## config.mk

```make
export PLATFORM = sky130hd
export DESIGN_NAME = mem_arbiter
export DESIGN_NICKNAME = d
export VERILOG_FILES = /design/src/rtl/mem_arbiter.sv
export SDC_FILE = /design/constraint.sdc
export NUM_CORES = 1
export LEC_CHECK = 0
export BUFFER_PORTS_ARGS = -buffer_cell sky130_fd_sc_hd__buf_2
export CAP_MARGIN = 10
export CORE_ASPECT_RATIO = 0.9
export CORE_UTILIZATION = 25
export DETAILED_ROUTE_END_ITERATION = 10
export PLACE_DENSITY_LB_ADDON = 0.25
export SETUP_SLACK_MARGIN = 0.15
export SYNTH_ARGS = -nofsm -noshare
export SYNTH_HDL_FRONTEND = slang
export SYNTH_SLANG_ARGS = --single-unit
export TNS_END_PERCENT = 10
```

## constraint.sdc

```tcl
create_clock -name clk_in -period 3.2 [get_ports clk_in]
set_input_delay 0.64 -clock clk_in [delete_from_list [all_inputs] [get_ports clk_in]]
set_output_delay 0.64 -clock clk_in [all_outputs]
set_load 0.01 [all_outputs]
```

## src/rtl/mem_arbiter.sv

```systemverilog
// Two-requester byte-serial RAM arbiter: instruction fetches and data loads/stores share one byte-wide port.
// Define MEM_ARBITER_PERF_EN to add the wait/stall performance counter outputs.
module mem_arbiter #(
    parameter int DATA_STREAK_MAX = 4
) (
    input  logic        clk_in,
    input  logic        rst_in,
    input  logic        rdy_in,
    input  logic        _clear,
    input  logic [7:0]  mem_din,
    output logic [7:0]  mem_dout,
    output logic [31:0] mem_a,
    output logic        mem_wr,
    input  logic        io_buffer_full,
    input  logic        _inst_req,
    input  logic [31:0] _inst_addr,
    output logic        _inst_done,
    output logic [31:0] _inst_data,
    input  logic        _data_req,
    input  logic        _data_wr,
    input  logic [31:0] _data_addr,
    input  logic [31:0] _data_wdata,
    input  logic [1:0]  _data_size,
    output logic        _data_done,
    output logic [31:0] _data_rdata
`ifdef MEM_ARBITER_PERF_EN
    ,
    output logic [31:0] _perf_inst_wait,
    output logic [31:0] _perf_data_wait,
    output logic [31:0] _perf_io_stall
`endif
);

    localparam int STREAK_W = (DATA_STREAK_MAX < 1) ? 1 : $clog2(DATA_STREAK_MAX + 1);
    localparam logic [STREAK_W-1:0] STREAK_TOP = STREAK_W'(DATA_STREAK_MAX);
    localparam logic [31:0] IO_BASE = 32'h0003_0000;

    typedef enum logic [1:0] {IDLE, XFER, DONE} state_t;
    typedef enum logic [1:0] {OWN_NONE, OWN_INST, OWN_DATA} owner_t;

    state_t              state;
    state_t              state_next;
    owner_t              owner;
    logic [31:0]         addr_r;
    logic [31:0]         wdata_r;
    logic                wr_r;
    logic [1:0]          last_idx;
    logic [1:0]          idx;
    logic [1:0]          idx_inc;
    logic [31:0]         rbuf;
    logic [31:0]         rbuf_next;
    logic [7:0]          dout_r;
    logic                wr_out_r;
    logic                inst_done_r;
    logic                data_done_r;
    logic [31:0]         inst_data_r;
    logic [31:0]         data_rdata_r;
    logic [STREAK_W-1:0] streak;

    logic data_io_blocked;
    logic data_eligible;
    logic data_wins;
    logic grant_inst;
    logic grant_data;
    logic last_byte;
    logic abort;

    // Size code 2 is illegal and is handled as a full word.
    function automatic logic [1:0] last_index(input logic [1:0] size);
        case (size)
            2'd0:    last_index = 2'd0;
            2'd1:    last_index = 2'd1;
            default: last_index = 2'd3;
        endcase
    endfunction

    assign data_io_blocked = io_buffer_full && (_data_addr >= IO_BASE);
    assign data_eligible   = _data_req && !data_io_blocked;
    assign idx_inc         = idx + 2'd1;

    always_comb begin
        rbuf_next = rbuf;
        rbuf_next[{idx, 3'b000} +: 8] = mem_din;
    end

    always_comb begin
        state_next = state;
        grant_inst = 1'b0;
        grant_data = 1'b0;
        data_wins  = 1'b0;
        abort      = 1'b0;
        last_byte  = (idx == last_idx);
        case (state)
            IDLE: begin
                data_wins = data_eligible && !(_inst_req && (streak == STREAK_TOP));
                if (!_clear) begin
                    if (data_wins) begin
                        grant_data = 1'b1;
                        state_next = XFER;
                    end else if (_inst_req) begin
                        grant_inst = 1'b1;
                        state_next = XFER;
                    end
                end
            end
            XFER: begin
                // A flush kills fetches and loads, but a store already on the bus is committed.
                if (_clear && !((owner == OWN_DATA) && wr_r)) begin
                    abort      = 1'b1;
                    state_next = IDLE;
                end else if (last_byte) begin
                    state_next = DONE;
                end
            end
            DONE:    state_next = IDLE;
            default: state_next = IDLE;
        endcase
    end

    always_ff @(posedge clk_in) begin
        if (rst_in) begin
            state <= IDLE;
        end else if (rdy_in) begin
            state <= state_next;
        end
    end

    always_ff @(posedge clk_in) begin
        if (rst_in) begin
            owner        <= OWN_NONE;
            addr_r       <= 32'h0;
            wdata_r      <= 32'h0;
            wr_r         <= 1'b0;
            last_idx     <= 2'd0;
            idx          <= 2'd0;
            rbuf         <= 32'h0;
            dout_r       <= 8'h00;
            wr_out_r     <= 1'b0;
            inst_done_r  <= 1'b0;
            data_done_r  <= 1'b0;
            inst_data_r  <= 32'h0;
            data_rdata_r <= 32'h0;
        end else if (rdy_in) begin
            inst_done_r <= 1'b0;
            data_done_r <= 1'b0;
            case (state)
                IDLE: begin
                    if (grant_data) begin
                        owner    <= OWN_DATA;
                        idx      <= 2'd0;
                        rbuf     <= 32'h0;
                        addr_r   <= _data_addr;
                        wdata_r  <= _data_wdata;
                        wr_r     <= _data_wr;
                        last_idx <= last_index(_data_size);
                        wr_out_r <= _data_wr;
                        dout_r   <= _data_wr ? _data_wdata[7:0] : 8'h00;
                    end else if (grant_inst) begin
                        owner    <= OWN_INST;
                        idx      <= 2'd0;
                        rbuf     <= 32'h0;
                        addr_r   <= _inst_addr;
                        wdata_r  <= 32'h0;
                        wr_r     <= 1'b0;
                        last_idx <= 2'd3;
                        wr_out_r <= 1'b0;
                        dout_r   <= 8'h00;
                    end
                end
                XFER: begin
                    if (abort) begin
                        owner    <= OWN_NONE;
                        wr_out_r <= 1'b0;
                        dout_r   <= 8'h00;
                    end else if (last_byte) begin
                        wr_out_r <= 1'b0;
                        dout_r   <= 8'h00;
                        if (owner == OWN_INST) begin
                            inst_done_r <= 1'b1;
                            inst_data_r <= rbuf_next;
                        end else begin
                            data_done_r <= 1'b1;
                            if (!wr_r) begin
                                data_rdata_r <= rbuf_next;
                            end
                        end
                    end else begin
                        idx    <= idx_inc;
                        addr_r <= addr_r + 32'd1;
                        rbuf   <= rbuf_next;
                        if (wr_r) begin
                            dout_r <= wdata_r[{idx_inc, 3'b000} +: 8];
                        end
                    end
                end
                DONE:    owner <= OWN_NONE;
                default: owner <= OWN_NONE;
            endcase
        end
    end

    // Counts data grants won while a fetch is kept waiting; hitting the cap hands the next slot to the fetch.
    always_ff @(posedge clk_in) begin
        if (rst_in) begin
            streak <= '0;
        end else if (rdy_in) begin
            if (!_inst_req || (_clear && (state != XFER))) begin
                streak <= '0;
            end else if (grant_data) begin
                streak <= (streak == STREAK_TOP) ? streak : streak + STREAK_W'(1);
            end else if (grant_inst) begin
                streak <= '0;
            end
        end
    end

`ifdef MEM_ARBITER_PERF_EN
    always_ff @(posedge clk_in) begin
        if (rst_in) begin
            _perf_inst_wait <= 32'h0;
            _perf_data_wait <= 32'h0;
            _perf_io_stall  <= 32'h0;
        end else if (rdy_in) begin
            if (_inst_req && !((state == XFER) && (owner == OWN_INST))) begin
                _perf_inst_wait <= _perf_inst_wait + 32'd1;
            end
            if (_data_req && !((state == XFER) && (owner == OWN_DATA))) begin
                _perf_data_wait <= _perf_data_wait + 32'd1;
            end
            if (_data_req && data_io_blocked) begin
                _perf_io_stall <= _perf_io_stall + 32'd1;
            end
        end
    end
`endif

    // A flush seen during the done cycle cancels the pulse, except for a store that has already committed.
    assign _inst_done  = inst_done_r && !_clear;
    assign _data_done  = data_done_r && !(_clear && !wr_r);
    assign _inst_data  = inst_data_r;
    assign _data_rdata = data_rdata_r;
    assign mem_a       = addr_r;
    assign mem_dout    = dout_r;
    assign mem_wr      = wr_out_r && rdy_in;

endmodule

```

# Word level (Yosys, flattened, before mapping)
# Cells that the tools add are included.
[totals]
elab_cells = 139
output_inout_bits = 107
in_bits = 114
regBits = 183
[classes]
n_reduce_logical = 33
bitwise_logic = 3
n_lt_le_gt_ge = 1
mux = 63
eq_ne = 17
shifts = 3
add_sub_neg = 4
[op_table]
columns = ["op", "n"]
rows = [
  ["32-bit two-way mux", 9],
  ["32-bit one-hot mux with 2 select lines", 2],
  ["8-bit two-way mux", 6],
  ["32-bit by 1-bit adder with 32-bit output (second input constant)", 1],
  ["32-bit bitwise mux", 1],
  ["32-bit by 18-bit greater-or-equal comparator with 1-bit output (second input constant)", 1],
  ["8-bit by 7-bit variable shift with 32-bit output (first input constant)", 1],
  ["32-bit by 6-bit indexed part select with 8-bit output", 1],
  ["8-bit by 7-bit indexed part select with 32-bit output", 1],
  ["2-bit two-way mux", 14],
  ["1-bit two-way mux", 21],
  ["2-bit one-hot mux with 2 select lines", 4],
  ["8-bit one-hot mux with 2 select lines", 1],
  ["3-bit inequality test (second input constant)", 5],
  ["3-bit two-way mux", 4],
  ["4-bit AND reduction", 3],
  ["1-bit logical AND", 11],
  ["5-bit AND reduction", 2],
  ["3-bit AND reduction", 3],
  ["2-bit inequality test (second input constant)", 4],
  ["1-bit zero test", 7],
  ["5-bit negation with 7-bit output", 1],
  ["2-bit by 1-bit == test with 1-bit output (second input constant)", 3],
  ["6-bit AND reduction", 1],
  ["other kinds (13)", 17],
]

# Longest topological paths before layout
[depth]
ltp_word = 11
depth_mapped = 10
depth_no_buf = 8

# Worst setup path before layout
# Ideal clock, no wire load.
[synth_path]
path_kind = "input-to-reg"
from = "input _data_addr[31]"
to = "register addr_r[0] (netlist: mem_a[0])"
path_stages = 7
arrival_ps = 2640
required_ps = 3072
setup_slack_ps = 432
setup_ps = 128
path_buffers = 2
cell_sequence = "or4_1 -> or4_4 -> o211a_1 -> buf_2 -> clkbuf_1 -> a221oi_1 -> nor2_1"
[synth_between]
elab_chain_len = 10
elab_cells_between_ends = 15
cone_classes = "1 x order compare; 1 x eq/ne; 8 x mux; 5 x reduce/logical"
[synth_rtl]
columns = ["element", "line_no", "source"]
rows = [
  ["start: declaration", "21", "input logic [31:0] _data_addr,"],
  ["32-bit by 18-bit greater-or-equal comparator with 1-bit output *", "77", "assign data_io_blocked = io_buffer_full && (_data_addr >= IO_BASE);"],
  ["1-bit logical AND *", "77", ""],
  ["1-bit zero test *", "78", "assign data_eligible = _data_req && !data_io_blocked;"],
  ["1-bit logical AND *", "78", ""],
  ["1-bit logical AND *", "95", "data_wins = data_eligible && !(_inst_req && (streak == STREAK_TOP));"],
  ["1-bit two-way mux", "97", "if (data_wins) begin"],
  ["1-bit two-way mux", "96", "if (!_clear) begin"],
  ["1-bit two-way mux", "93", "case (state)"],
  ["3-bit inequality test (no line) or 32-bit two-way mux (tied branches)", "-", ""],
  ["5-bit AND reduction (no line) or 32-bit one-hot mux with 2 select lines (tied branches)", "-", ""],
  ["end signal: assignment", "152", "addr_r <= _data_addr;"],
  ["end signal: assignment", "162", "addr_r <= _inst_addr;"],
  ["end signal: assignment", "189", "addr_r <= addr_r + 32'd1;"],
  ["end: declaration", "44", "logic [31:0] addr_r;"],
]
# Mark *: on every way between the ends. The rest lies on a longest branch, timed or not.
# A chain may end at the register's enable or synchronous reset.

# Worst setup path in the final report
[layout_path]
from = "input _data_addr[20]"
to = "register addr_r[27] (netlist: mem_a[27])"
# Same word-level chain as after synthesis.

==> results.json <==
{
  "core_area_um2": 33030,
  "async_reset_ff_share_pct": 0,
  "hp-class": "in -> reg",
  "critical_path_required_ps": 3500,
  "die_area_um2": 34390,
  "power_switching_mw": 1.392,
  "worst-endpoint-arrival_ps": 3030,
  "post-route-period-util_pct": 85.25,
  "min_period_ps": 2728,
  "fmax_mhz": 366.6,
  "number_of_distinct_library_cell_variants_in_the_gate_level_netlist_after_synthesis": 70,
  "synth.avg_cell_area_um2": 8.583,
  "starting_density_of_the_core_pct": 25.47,
  "ioPinCount": 221,
  "n_antenna_cell": 0,
  "rsz0062_at_grt": "false",
  "worst_slew_pin_slew_ps": 1020,
  "first_pass_grt_wire_length_um": 45980,
  "number_of_antenna_violations_at_the_first_check_in_global_routing": 1,
  "seqPwrFrac_pct": 45.4,
  "drt_iter0_markers": 544,
  "totalWireLength_um": 29960,
  "cts.htree.levels": 4,
  "synth-edff-count": 0,
  "post_route_cells_drive_above_1_share_pct": 27.04,
  "die_w_um": 195.4,
  "drt_drc_violations_left": 0,
  "slew-limit-headroom_pct": 31.49,
  "global_route.overflow_total": 0,
  "grt_pass1_vias": 7600,
  "synth_top_flop_cell": "sky130_fd_sc_hd__dfxtp_1",
  "ir_drop_mv": 0.3673,
  "post_synthesis_instance_area_um2": 8412,
  "setup_slack_ps": 472.0,
  "clkSlewWorstSetupHoldPaths_ps": 70,
  "syn-instance-count": 980,
  "finalSetupViolCount": 0,
  "route.vias.total": 8261,
  "cts-buffers-inserted": 17,
  "critical_path.endpoint_type": "flop",
  "grt_max_degree": 137,
  "worstSetupStartpointType": "input pin",
  "finalNetCount": 1301,
  "vias_per_cell": 5.122,
  "setup_clock_skew_after_layout_ps": 16.12,
  "dr.pass1.iters": 7,
  "port-buffer-count": 220,
  "run_status": "finished, final reports clean",
  "path_max_fanout": 5,
  "timing_max_transition_violations_final": 0,
  "worstSkewPairLatency_ps": 450,
  "yosysWarnings": 0,
  "power.density_cell_area_nw_per_um2": 488.6,
  "power.share.combinational_pct": 10.6,
  "tritoncts": "yes",
  "row_count": 63,
  "die_h_um": 176.0,
  "clk_root_buffer_cell": "sky130_fd_sc_hd__clkbuf_16",
  "place_congestion": 0.8635,
  "report.final.hold_viol_count": 0,
  "clock_power_share_pct": 44.1,
  "cell_internal_pwr_mw": 3.856,
  "detailedPlace.worstSlack_ps": 59.83,
  "cts.sink_count": 183,
  "cts_max_path_buffers": 2,
  "routed_wl_per_cell_um": 18.57,
  "worstSetupPathType": "in -> reg",
  "layout.core_utilization_pct": 32.52,
  "syn-num-nets": 1102,
  "cellLeakagePower_nw": 4.147,
  "area.growth.synth_to_final_pct": 27.68,
  "setup_total_negative_slack_ps": 0,
  "gr-usage-all-layers_pct": 17.45,
  "dpl.hpwl_um": 21000,
  "max_cap_viol_count": 0,
  "synth_seq_cells": 183,
  "power_switching_share_pct": 26.52,
  "route.antenna.remaining_nets": 0,
  "synth.yosys.seq_area_share_pct": 43.55
}
==> Yosys cell counts, drive strengths merged, types with 8 or more instances <==
| library cell | instances | area share (%) |
|---|---|---|
| and3 | 10 | 0.74 |
| nor2b | 43 | 3.2 |
| a21oi | 109 | 6.5 |
| o311ai | 10 | 1.0 |
| buf | 23 | 1.6 |
| nand2 | 51 | 2.3 |
| inv | 13 | 0.58 |
| mux4 | 8 | 2.1 |
| a211oi | 69 | 6.2 |
| dfxtp | 183 | 44 |
| nor2 | 127 | 5.7 |
| nor3 | 52 | 3.2 |
| ha | 8 | 1.2 |
| nand3 | 20 | 1.2 |
| mux2 | 11 | 1.5 |
| a22o | 31 | 3.2 |
| o21ai | 36 | 2.1 |
| clkbuf | 53 | 2.4 |
| a31oi | 13 | 0.97 |
==> placed cells by master, fill, tap and decap left out, types with 5 or more instances in the layout <==
master and n:
sky130_fd_sc_hd__nor3_1 49, sky130_fd_sc_hd__dfxtp_1 183, sky130_fd_sc_hd__and3_1 10, sky130_fd_sc_hd__buf_2 219
sky130_fd_sc_hd__o311ai_0 8, sky130_fd_sc_hd__ha_1 8, sky130_fd_sc_hd__mux4_2 8, sky130_fd_sc_hd__o21ai_0 33
sky130_fd_sc_hd__o211ai_1 5, sky130_fd_sc_hd__or4_1 5, sky130_fd_sc_hd__a211oi_1 69, sky130_fd_sc_hd__o221ai_1 6
sky130_fd_sc_hd__nor2_1 125, sky130_fd_sc_hd__nor4_1 7, sky130_fd_sc_hd__inv_1 13, sky130_fd_sc_hd__nand3_1 20
sky130_fd_sc_hd__or3_1 5, sky130_fd_sc_hd__mux2i_1 5, sky130_fd_sc_hd__nor2b_1 43, sky130_fd_sc_hd__buf_4 28
sky130_fd_sc_hd__clkbuf_16 17, sky130_fd_sc_hd__buf_12 9, sky130_fd_sc_hd__nand2_1 51, sky130_fd_sc_hd__mux2_2 11
sky130_fd_sc_hd__a21oi_1 109, sky130_fd_sc_hd__a22o_1 31, sky130_fd_sc_hd__nand4_1 6, sky130_fd_sc_hd__a31oi_1 13
sky130_fd_sc_hd__nand2b_1 6, sky130_fd_sc_hd__a221oi_1 5
==> stage by stage <==
stage                     hold slack, ps  total power [mW]  cell area (um2)  std cells
after detailed placement           456.1             2.987            10110       1582
after CTS                          384.8             5.317            10740       1613
final                              408.1             5.247            10740       1613
after global routing               390.9             5.460            10740       1613
after floorplan                    428.7             2.707             8412        980
after global placement             449.8             2.985            10110       1582
==> worst max-delay path, stage by stage <==
cell and delay [ps]:
sky130_fd_sc_hd__buf_2 130, sky130_fd_sc_hd__or4_4 570, sky130_fd_sc_hd__o41ai_4 440, sky130_fd_sc_hd__buf_4 180, sky130_fd_sc_hd__a31oi_1 290, sky130_fd_sc_hd__a22oi_1 420, sky130_fd_sc_hd__buf_4 190, sky130_fd_sc_hd__a21o_1 110
sky130_fd_sc_hd__a21oi_1 50
==> registers in the layout (all words and copies together), names as in the netlist <==
register and count:
inst_done_r 1, data_done_r 1, rbuf 32, idx 2, state 2, _inst_data 32
last_idx 2, mem_dout 8, wr_r 1, _data_rdata 32, streak 3, wdata_r 32
mem_a 32, owner 2, wr_out_r 1
==> power groups by stage <==
stage | Clock, mW | Combinational, mW | Sequential (mW)
final | 2.31 | 0.554 | 2.38
after global routing | 2.47 | 0.603 | 2.39
after CTS | 2.38 | 0.556 | 2.38
after detailed placement | 0 | 0.554 | 2.43
after global placement | 0 | 0.552 | 2.43
after floorplan | 0 | 0.272 | 2.44
==> per-layer routing <==
metal	global-route usage, %	vias up	part of all wire [%]
li1	-	4021	-
met1	25.43	3968	50
met2	25.28	243	42
met3	3.897	27	6.4
met4	5.348	2	1.5
met5	0	-	0.043
==> cell type report <==
cell class,count,area [um2]
Clock buffer,17,425.4
Clock inverter,14,195.2
Fill cell,3531,22290
Inverter,13,48.80
Multi-Input combinational cell,708,4393
Sequential cell,183,3664
Tap cell,422,528.0
Timing Repair Buffer,256,1486
==> worst paths after layout <==
path / to / from / slack, ps / depth (start not counted)
max reg2reg: rbuf[6]$_SDFFE_PP0P_ / idx[0]$_SDFFE_PP0P_ / 710 / 8
min reg2reg: wdata_r[23]$_SDFFE_PP0P_ / wdata_r[23]$_SDFFE_PP0P_ / 470 / 1
min: wdata_r[19]$_SDFFE_PP0P_ / _data_wdata[19] / 410 / 2
max: mem_a[27]$_SDFFE_PP0P_ / _data_addr[20] / 470 / 9
==> cells by family after synthesis <==
logic type / count (synthesis) / synth area share (%)
compound gates: 325 / 26.03
xor+xnor: 2 / 0.2083
fa+ha+maj: 8 / 1.190
buf+inv: 89 / 4.566
flops: 183 / 43.55
mux: 24 / 4.209
simple gates: 349 / 20.24
==> what timing repair did <==
| item | CTS | global route |
|---|---|---|
| setup endpoints to repair | 0 | 1 |
| hold buffers | 0 | 0 |
| resized for setup | 0 | 1 |
| buffers inserted | 0 | 0 |
Power figures use the tool's default switching activity.
